==> config.mk <==
export PLATFORM = sky130hd
export DESIGN_NAME = logger_capture_ctrl
export DESIGN_NICKNAME = d
export VERILOG_FILES = /design/src/rtl/logger_pkg.sv /design/src/rtl/logger_capture_ctrl.sv
export SDC_FILE = /design/constraint.sdc
export NUM_CORES = 1
export LEC_CHECK = 0
export ABC_CLOCK_PERIOD_IN_PS = 4100
export BUFFER_PORTS_ARGS = -buffer_cell sky130_fd_sc_hd__buf_4
export CELL_PAD_IN_SITES_DETAIL_PLACEMENT = 0
export CELL_PAD_IN_SITES_GLOBAL_PLACEMENT = 1
export CORE_ASPECT_RATIO = 0.6
export CORE_UTILIZATION = 32
export DETAILED_ROUTE_END_ITERATION = 8
export GPL_TIMING_DRIVEN = 1
export PLACE_DENSITY_LB_ADDON = 0.2
export SKIP_CTS_REPAIR_TIMING = 1
export SYNTH_ARGS = -nofsm -noshare
export SYNTH_HDL_FRONTEND = slang
export SYNTH_SLANG_ARGS = --single-unit
export TNS_END_PERCENT = 10
==> constraint.sdc <==
create_clock -name clk -period 4.1 [get_ports clk]
set_input_delay 1.23 -clock clk [delete_from_list [all_inputs] [get_ports clk]]
set_output_delay 1.23 -clock clk [all_outputs]
set_load 0.03 [all_outputs]
==> src/rtl/logger_pkg.sv <==
// Shared definitions for the trigger-based capture controller.
package logger_pkg;

   // Controller states: capture phases, then two-step readout, then done.
   typedef enum logic [2:0] {
      IDLE     = 3'd0,
      FILL     = 3'd1,
      ARMED    = 3'd2,
      POST     = 3'd3,
      RD_FETCH = 3'd4,
      RD_SHOW  = 3'd5,
      DONE     = 3'd6
   } logger_state_t;

   // Buffer depth in words for a given RAM address width.
   function automatic int logger_depth(input int aw);
      return 1 << aw;
   endfunction

endpackage

==> src/rtl/logger_capture_ctrl.sv <==
// Logic-analyser style capture controller driving an external dual-port RAM
// as a circular buffer: pre-trigger history, trigger sample, post-trigger
// samples (DEPTH words total), then oldest-first readout over valid/ready.
module logger_capture_ctrl
   import logger_pkg::*;
#(
   parameter int AW = 8,
   parameter int DW = 8
) (
   input  logic          clk,
   input  logic          rst_n,
   input  logic          arm,
   input  logic          abort,
   input  logic [AW-1:0] pretrig_len,
   input  logic [DW-1:0] sample,
   input  logic          sample_valid,
   input  logic          trigger,
   output logic          ram_wr_en,
   output logic [AW-1:0] ram_addr_w,
   output logic [DW-1:0] ram_data_in,
   output logic [AW-1:0] ram_addr_r,
   input  logic [DW-1:0] ram_data_out,
   output logic [DW-1:0] out_data,
   output logic          out_valid,
   input  logic          out_ready,
   output logic          out_last,
   output logic          busy,
   output logic          triggered,
   output logic          done
);

   localparam int            DEPTH    = logger_depth(AW);
   localparam logic [AW-1:0] LAST_IDX = AW'(DEPTH - 1);
   localparam logic [AW-1:0] ONE      = AW'(1);

   // Registered state
   logger_state_t r_state;
   logic [AW-1:0] r_wr_ptr;     // next RAM write address
   logic [AW-1:0] r_rd_ptr;     // RAM read address, held during a stall
   logic [AW-1:0] r_cnt;        // history samples written while in FILL
   logic [AW-1:0] r_plen;       // latched pre-trigger length
   logic [AW-1:0] r_post;       // post-trigger samples still to write
   logic [AW-1:0] r_rcnt;       // words already handed downstream
   logic          r_triggered;
   logic          r_done;

   // Next-state values
   logger_state_t w_state_next;
   logic [AW-1:0] w_wr_ptr_next;
   logic [AW-1:0] w_rd_ptr_next;
   logic [AW-1:0] w_cnt_next;
   logic [AW-1:0] w_plen_next;
   logic [AW-1:0] w_post_next;
   logic [AW-1:0] w_rcnt_next;
   logic          w_triggered_next;
   logic          w_done_next;

   // Helpers
   logic          w_wr_en;
   logic          w_capturing;
   logic [AW-1:0] w_plen_clamped;
   logic [AW-1:0] w_cnt_inc;
   logic [AW-1:0] w_wr_ptr_inc;
   logic [AW-1:0] w_post_load;
   logic          w_accept;

   // Capture phases are the only states in which the RAM write port is active.
   assign w_capturing    = (r_state == FILL) || (r_state == ARMED) || (r_state == POST);
   // Out-of-range pre-trigger lengths saturate at the largest legal value.
   assign w_plen_clamped = (pretrig_len > LAST_IDX) ? LAST_IDX : pretrig_len;
   assign w_cnt_inc      = r_cnt + ONE;
   assign w_wr_ptr_inc   = r_wr_ptr + ONE;
   assign w_post_load    = LAST_IDX - r_plen;
   assign w_accept       = (r_state == RD_SHOW) && out_ready;

   // Next-state and datapath update logic for the capture/readout sequencer.
   always_comb begin
      w_state_next     = r_state;
      w_wr_ptr_next    = r_wr_ptr;
      w_rd_ptr_next    = r_rd_ptr;
      w_cnt_next       = r_cnt;
      w_plen_next      = r_plen;
      w_post_next      = r_post;
      w_rcnt_next      = r_rcnt;
      w_triggered_next = r_triggered;
      w_done_next      = r_done;
      w_wr_en          = w_capturing && sample_valid;

      case (r_state)
         IDLE, DONE: begin
            if (arm) begin
               // The write pointer keeps running; any start address works
               // because the window is located relative to the final pointer.
               w_state_next     = FILL;
               w_plen_next      = w_plen_clamped;
               w_cnt_next       = '0;
               w_triggered_next = 1'b0;
               w_done_next      = 1'b0;
            end
         end

         FILL: begin
            // Triggers are ignored until enough history has been collected.
            if (r_plen == '0) begin
               w_state_next = ARMED;
            end else if (sample_valid) begin
               w_cnt_next = w_cnt_inc;
               if (w_cnt_inc == r_plen) begin
                  w_state_next = ARMED;
               end
            end
         end

         ARMED: begin
            if (sample_valid && trigger) begin
               w_triggered_next = 1'b1;
               if (w_post_load == '0) begin
                  // Trigger sample is the newest word of the window.
                  w_state_next  = RD_FETCH;
                  w_rd_ptr_next = w_wr_ptr_inc;
                  w_rcnt_next   = '0;
               end else begin
                  w_state_next = POST;
                  w_post_next  = w_post_load;
               end
            end
         end

         POST: begin
            if (sample_valid) begin
               w_post_next = r_post - ONE;
               if (r_post == ONE) begin
                  // Oldest word now sits at the post-increment write pointer.
                  w_state_next  = RD_FETCH;
                  w_rd_ptr_next = w_wr_ptr_inc;
                  w_rcnt_next   = '0;
               end
            end
         end

         RD_FETCH: begin
            // RAM registers the read this cycle; data is valid next cycle.
            w_state_next = RD_SHOW;
         end

         RD_SHOW: begin
            if (w_accept) begin
               if (r_rcnt == LAST_IDX) begin
                  w_state_next = DONE;
                  w_done_next  = 1'b1;
               end else begin
                  w_state_next  = RD_FETCH;
                  w_rcnt_next   = r_rcnt + ONE;
                  w_rd_ptr_next = r_rd_ptr + ONE;
               end
            end
         end

         default: begin
            w_state_next = IDLE;
         end
      endcase

      // Abort dominates arm and trigger and suppresses this cycle's write.
      if (abort) begin
         w_state_next     = IDLE;
         w_triggered_next = 1'b0;
         w_done_next      = 1'b0;
         w_wr_en          = 1'b0;
      end

      if (w_wr_en) begin
         w_wr_ptr_next = w_wr_ptr_inc;
      end
   end

   // State and datapath registers with synchronous active-low reset.
   always_ff @(posedge clk) begin
      if (!rst_n) begin
         r_state     <= IDLE;
         r_wr_ptr    <= '0;
         r_rd_ptr    <= '0;
         r_cnt       <= '0;
         r_plen      <= '0;
         r_post      <= '0;
         r_rcnt      <= '0;
         r_triggered <= 1'b0;
         r_done      <= 1'b0;
      end else begin
         r_state     <= w_state_next;
         r_wr_ptr    <= w_wr_ptr_next;
         r_rd_ptr    <= w_rd_ptr_next;
         r_cnt       <= w_cnt_next;
         r_plen      <= w_plen_next;
         r_post      <= w_post_next;
         r_rcnt      <= w_rcnt_next;
         r_triggered <= w_triggered_next;
         r_done      <= w_done_next;
      end
   end

   // RAM write port follows the current state and live sample inputs.
   assign ram_wr_en   = w_wr_en;
   assign ram_addr_w  = r_wr_ptr;
   assign ram_data_in = sample;
   assign ram_addr_r  = r_rd_ptr;

   // Readout: read address is held in RD_SHOW, so the RAM output is stable.
   assign out_valid = (r_state == RD_SHOW);
   assign out_data  = (r_state == RD_SHOW) ? ram_data_out : '0;
   assign out_last  = (r_state == RD_SHOW) && (r_rcnt == LAST_IDX);

   // Status
   assign busy      = (r_state != IDLE) && (r_state != DONE);
   assign triggered = r_triggered;
   assign done      = r_done;

endmodule

## Word level (Yosys, flattened, before mapping)

Cells that the tools add are included.

| word-level totals | value |
|---|---|
| register bits | 53 |
| logic and storage cells | 107 |

| operators by class | value |
|---|---|
| $lt $le $gt $ge | 1 |
| eq/ne operators | 23 |
| add/sub/neg operators | 6 |
| reductions and logical operators | 25 |
| bitwise gates (word level) | 1 |
| multiplexer cells | 42 |

Operator list:

| operator | count |
|---|---|
| $mux 8 | 20 |
| $pmux 8 s3 | 2 |
| $add 8x1->8 const B | 4 |
| $pmux 8 s2 | 2 |
| $mux 3 | 9 |
| $pmux 3 s6 | 1 |
| $logic_not 8->1 | 2 |
| $reduce_and 7->1 | 2 |
| $ne 2x2->1 const B | 6 |
| $reduce_and 4->1 | 3 |
| $ne 2x1->1 const B | 5 |
| $eq 3x3->1 const B | 3 |
| $eq 8x1->1 const B | 1 |
| $eq 8x8->1 | 1 |
| $eq 8x8->1 const B | 1 |
| $gt 8x8->1 const B | 1 |
| $reduce_bool 2->1 | 4 |
| $sub 8x1->8 const B | 1 |
| $sub 8x8->8 const A | 1 |
| $eq 3x2->1 const B | 2 |
| $reduce_bool 3->1 | 2 |
| $logic_and 1x1->1 | 5 |
| $mux 1 | 5 |
| $pmux 1 s2 | 2 |
| 11 further kinds | 13 |

## Logic depth before layout (Yosys ltp)

| logic depth | value |
|---|---|
| depth in word-level cells | 6 |
| gate-level depth with buffers | 9 |
| gate-level depth less buffers | 7 |

## Least setup slack after synthesis

OpenSTA, ideal clock, no wires.

| timing path | value |
|---|---|
| path kind | input to output |
| start point | in abort |
| end point | out ram_wr_en |
| arrival | 2.221 ns |
| setup slack | 0.649 ns |
| path buffers | 0 |
| cell stages on the path | 1 |
| data required time | 2.870 ns |
| path through | nor4b_2 |

| between the ends | value |
|---|---|
| longest elaborated chain between the ends | 1 |

Ends and longest elaborated chain:

| item | RTL line | text |
|---|---|---|
| start, declared | logger_capture_ctrl.sv:13 | `input logic abort,` |
| $mux 1 | logger_capture_ctrl.sv:165 | `if (abort) begin` |
| end, declared | logger_capture_ctrl.sv:18 | `output logic ram_wr_en,` |

Every way passes these cells.

## Worst setup path after layout

| timing path | value |
|---|---|
| start point | reg r_state[0] |
| end point | out out_last |

| between the ends | value |
|---|---|
| longest elaborated chain between the ends | 2 |

Ends and longest elaborated chain:

| item | RTL line | text |
|---|---|---|
| start, declared | logger_capture_ctrl.sv:37 | `logger_state_t r_state;` |
| start signal, assigned | logger_capture_ctrl.sv:190 | `r_state <= w_state_next;` |
| $eq 3x3->1 | logger_capture_ctrl.sv:211 | `assign out_last = (r_state == RD_SHOW) && (r_rcnt == LAST_IDX);` |
| $logic_and 1x1->1 | logger_capture_ctrl.sv:211 |  |
| end, declared | logger_capture_ctrl.sv:26 | `output logic out_last,` |

Every way passes these cells.

==> flow_metrics.env <==
export IMPL_cp_start_kind="register"
export IMPL_hold_viol_final=0
export IMPL_die_y_um=79.5
export IMPL_register_area_um2=1060
export IMPL_die_w_um=131
export IMPL_cap_viol_max_count=0
export IMPL_clock_root_buffer="clkbuf_16"
export IMPL_drt_total_wl_mm=8.94
export IMPL_dr_pass1_iters=5
export IMPL_wl_met2_mm=3.46
export IMPL_fillers=971
export IMPL_power_density_nw_per_um2=307
export IMPL_syn_avg_cell_area_um2=7.77
export IMPL_finalSetupViolCount=0
export IMPL_initial_core_util_pct=34.0
export IMPL_worst_hold_path_type="register to register"
export IMPL_postRouteAntennaNets=0
export IMPL_layout_setup_ws_ps=888
export IMPL_grt_pass1_vias=2751
export IMPL_fp_row_count=27
export IMPL_layout_drive_gt1_share_pct=17.4
export IMPL_multi_input_area_um2=1950
export IMPL_drtIter0Drc=173
export IMPL_wl_met3_um=317
export IMPL_ir_drop_mv=0.151
export IMPL_drt_met1_wl_mm=5.09
export IMPL_synthFlopType="dfxtp_1"
export IMPL_io_pins=69
export IMPL_synth_area_um2=3200
export IMPL_clkLatencyLatePin_ps=290
export IMPL_async_reset_ff_share_pct=0
export IMPL_cts_buffer_depth=2
export IMPL_skew_ps=3.42
export IMPL_wl_per_cell_um=15.5
export IMPL_crit_arrival_ps=1980
export IMPL_synth_edf_count=0
export IMPL_period_share_pct=78.4
export IMPL_cts_max_level=2
export IMPL_hpwlAfterDp_mm=6.54
export IMPL_clk_pin_slew_ps=70
export IMPL_clock_sinks=53
export IMPL_fin_setup_tns_ps=0
export IMPL_yosysMostFrequentCell="dfxtp_1"
export IMPL_grt_setup_unrepaired="false"
export IMPL_grt_remaining_overflow=0
export IMPL_grt_max_degree=29
export IMPL_yosysWarnings=0
export IMPL_place_ws_ps=920
export IMPL_area_growth_pct=17.9
export IMPL_core_um2=9430
export IMPL_port_buffers=52
export IMPL_syn_inst=412
export IMPL_crit_type="register to output pin"
export IMPL_track_usage_pct=17.7
export IMPL_fmax_ghz=0.311
export IMPL_synth_seq_area_share_pct=33.1
export IMPL_cp_max_fo=17
export IMPL_place_congestion=0.798
export IMPL_end_kind="output pin"
export IMPL_synth_fp_nets=450
export IMPL_synth_area_leader_cell="dfxtp_1"
export IMPL_status="finished, final reports clean"
export IMPL_worst_pin_slew_ps=956
export IMPL_highest_layer="met4"
export IMPL_ys_seq_elements=53
export IMPL_drc=0
export IMPL_min_period_ps=3210
export IMPL_num_vias=3041
export IMPL_relSlewSlack_pct=35.8
export IMPL_yosys_top_cells_count="dfxtp_1, nor2_1, o21ai_0"
export IMPL_dieArea_um2=10400
export IMPL_viasPerCell=5.26
export IMPL_grt_pass1_wl_mm=14.6
export IMPL_cts_tree="built"
export IMPL_netlist_area_leader_share_pct=33.1
export IMPL_nets=485
export IMPL_drv_slew=0
export IMPL_p_leak_uw=0.00142
export IMPL_antenna_found_initial=0
export IMPL_synthTopCellsByArea="dfxtp_1, o21ai_0, nor2_1"
export IMPL_synthDistinctLibCells=55
export IMPL_cts_buffers=5
export IMPL_cp_required_ps=2870
export IMPL_diodes=0
## per-layer routing
layer,GRT usage (%),up-vias
met2,23.8,52
met5,0,-
met1,27.3,1440
met3,3.68,9
met4,4.82,0
li1,-,1540
## path summary, 6_finish.rpt
check	start	end	slack, ps	depth (start not counted)
worst max-delay path	r_state[0]	out_last	890	4
worst min-delay path	r_rcnt[1]	r_rcnt[1]	490	2
worst max register to register	r_state[0]	ram_addr_r[0]	1470	7
worst min register to register	r_rcnt[1]	r_rcnt[1]	490	2
## registers in the layout, summed over array words and instances, names as in the netlist
| register | count |
|---|---|
| done | 1 |
| r_cnt | 8 |
| r_plen | 8 |
| r_post | 8 |
| r_rcnt | 8 |
| r_state | 3 |
| ram_addr_r | 8 |
| ram_addr_w | 8 |
| triggered | 1 |
## area by class of cell
cell class / count / area share, %
Inverter: 7 / 0.696
Timing Repair Buffer: 58 / 11.5
Sequential cell: 53 / 28.1
Multi-Input combinational cell: 322 / 51.7
Tap cell: 130 / 4.31
Clock inverter: 2 / 0.265
Clock buffer: 6 / 3.41
## cells by family (layout without fill, tap and decap cells)
family,count (synthesis),in the layout,share of synthesized area [%]
flops,53,53,33.1
simple gates,173,173,27.8
buf+inv,37,73,6.17
compound gates,106,106,19.8
fa+ha+maj,7,7,2.73
xor+xnor,24,24,6.56
mux,12,12,3.79
## cell usage in the layout, fill, tap and decap left out, drive strengths merged, types with 10 or more instances in the layout
cell type / synthesis / layout
xor2: 12 / 12
nand2: 34 / 34
o21ai: 39 / 39
nor3: 10 / 10
xnor2: 12 / 12
a21oi: 36 / 36
and2: 10 / 10
nand3: 21 / 21
mux2i: 11 / 11
dfxtp: 53 / 53
nor2: 50 / 50
buf: 16 / 58
## per-stage QoR
step / instance area (µm²) / total power (µW) / utilization, % / instances / hold slack (ps)
floorplan: 3200 / 703 / - / 412 / 453
global placement: 3640 / 749 / 38.6 / 570 / 466
detailed placement: 3640 / 750 / 38.6 / 570 / 479
global route: 3770 / 1220 / 40.1 / 578 / 513
finish: 3770 / 1160 / 40.1 / 578 / 486
CTS: 3770 / 1180 / 40.1 / 578 / 488
## report_power, final
part / internal (µW) / switching [µW]
clock: 225 / 194
combinational: 77.2 / 104
sequential: 530 / 29.6
## worst max-delay path: stages, from the launching register on
cell and delay, ps:
dfxtp_1 650, nand3b_2 140, buf_4 230, nor3_2 420, buf_4 250
Power figures use the tool's default switching activity.
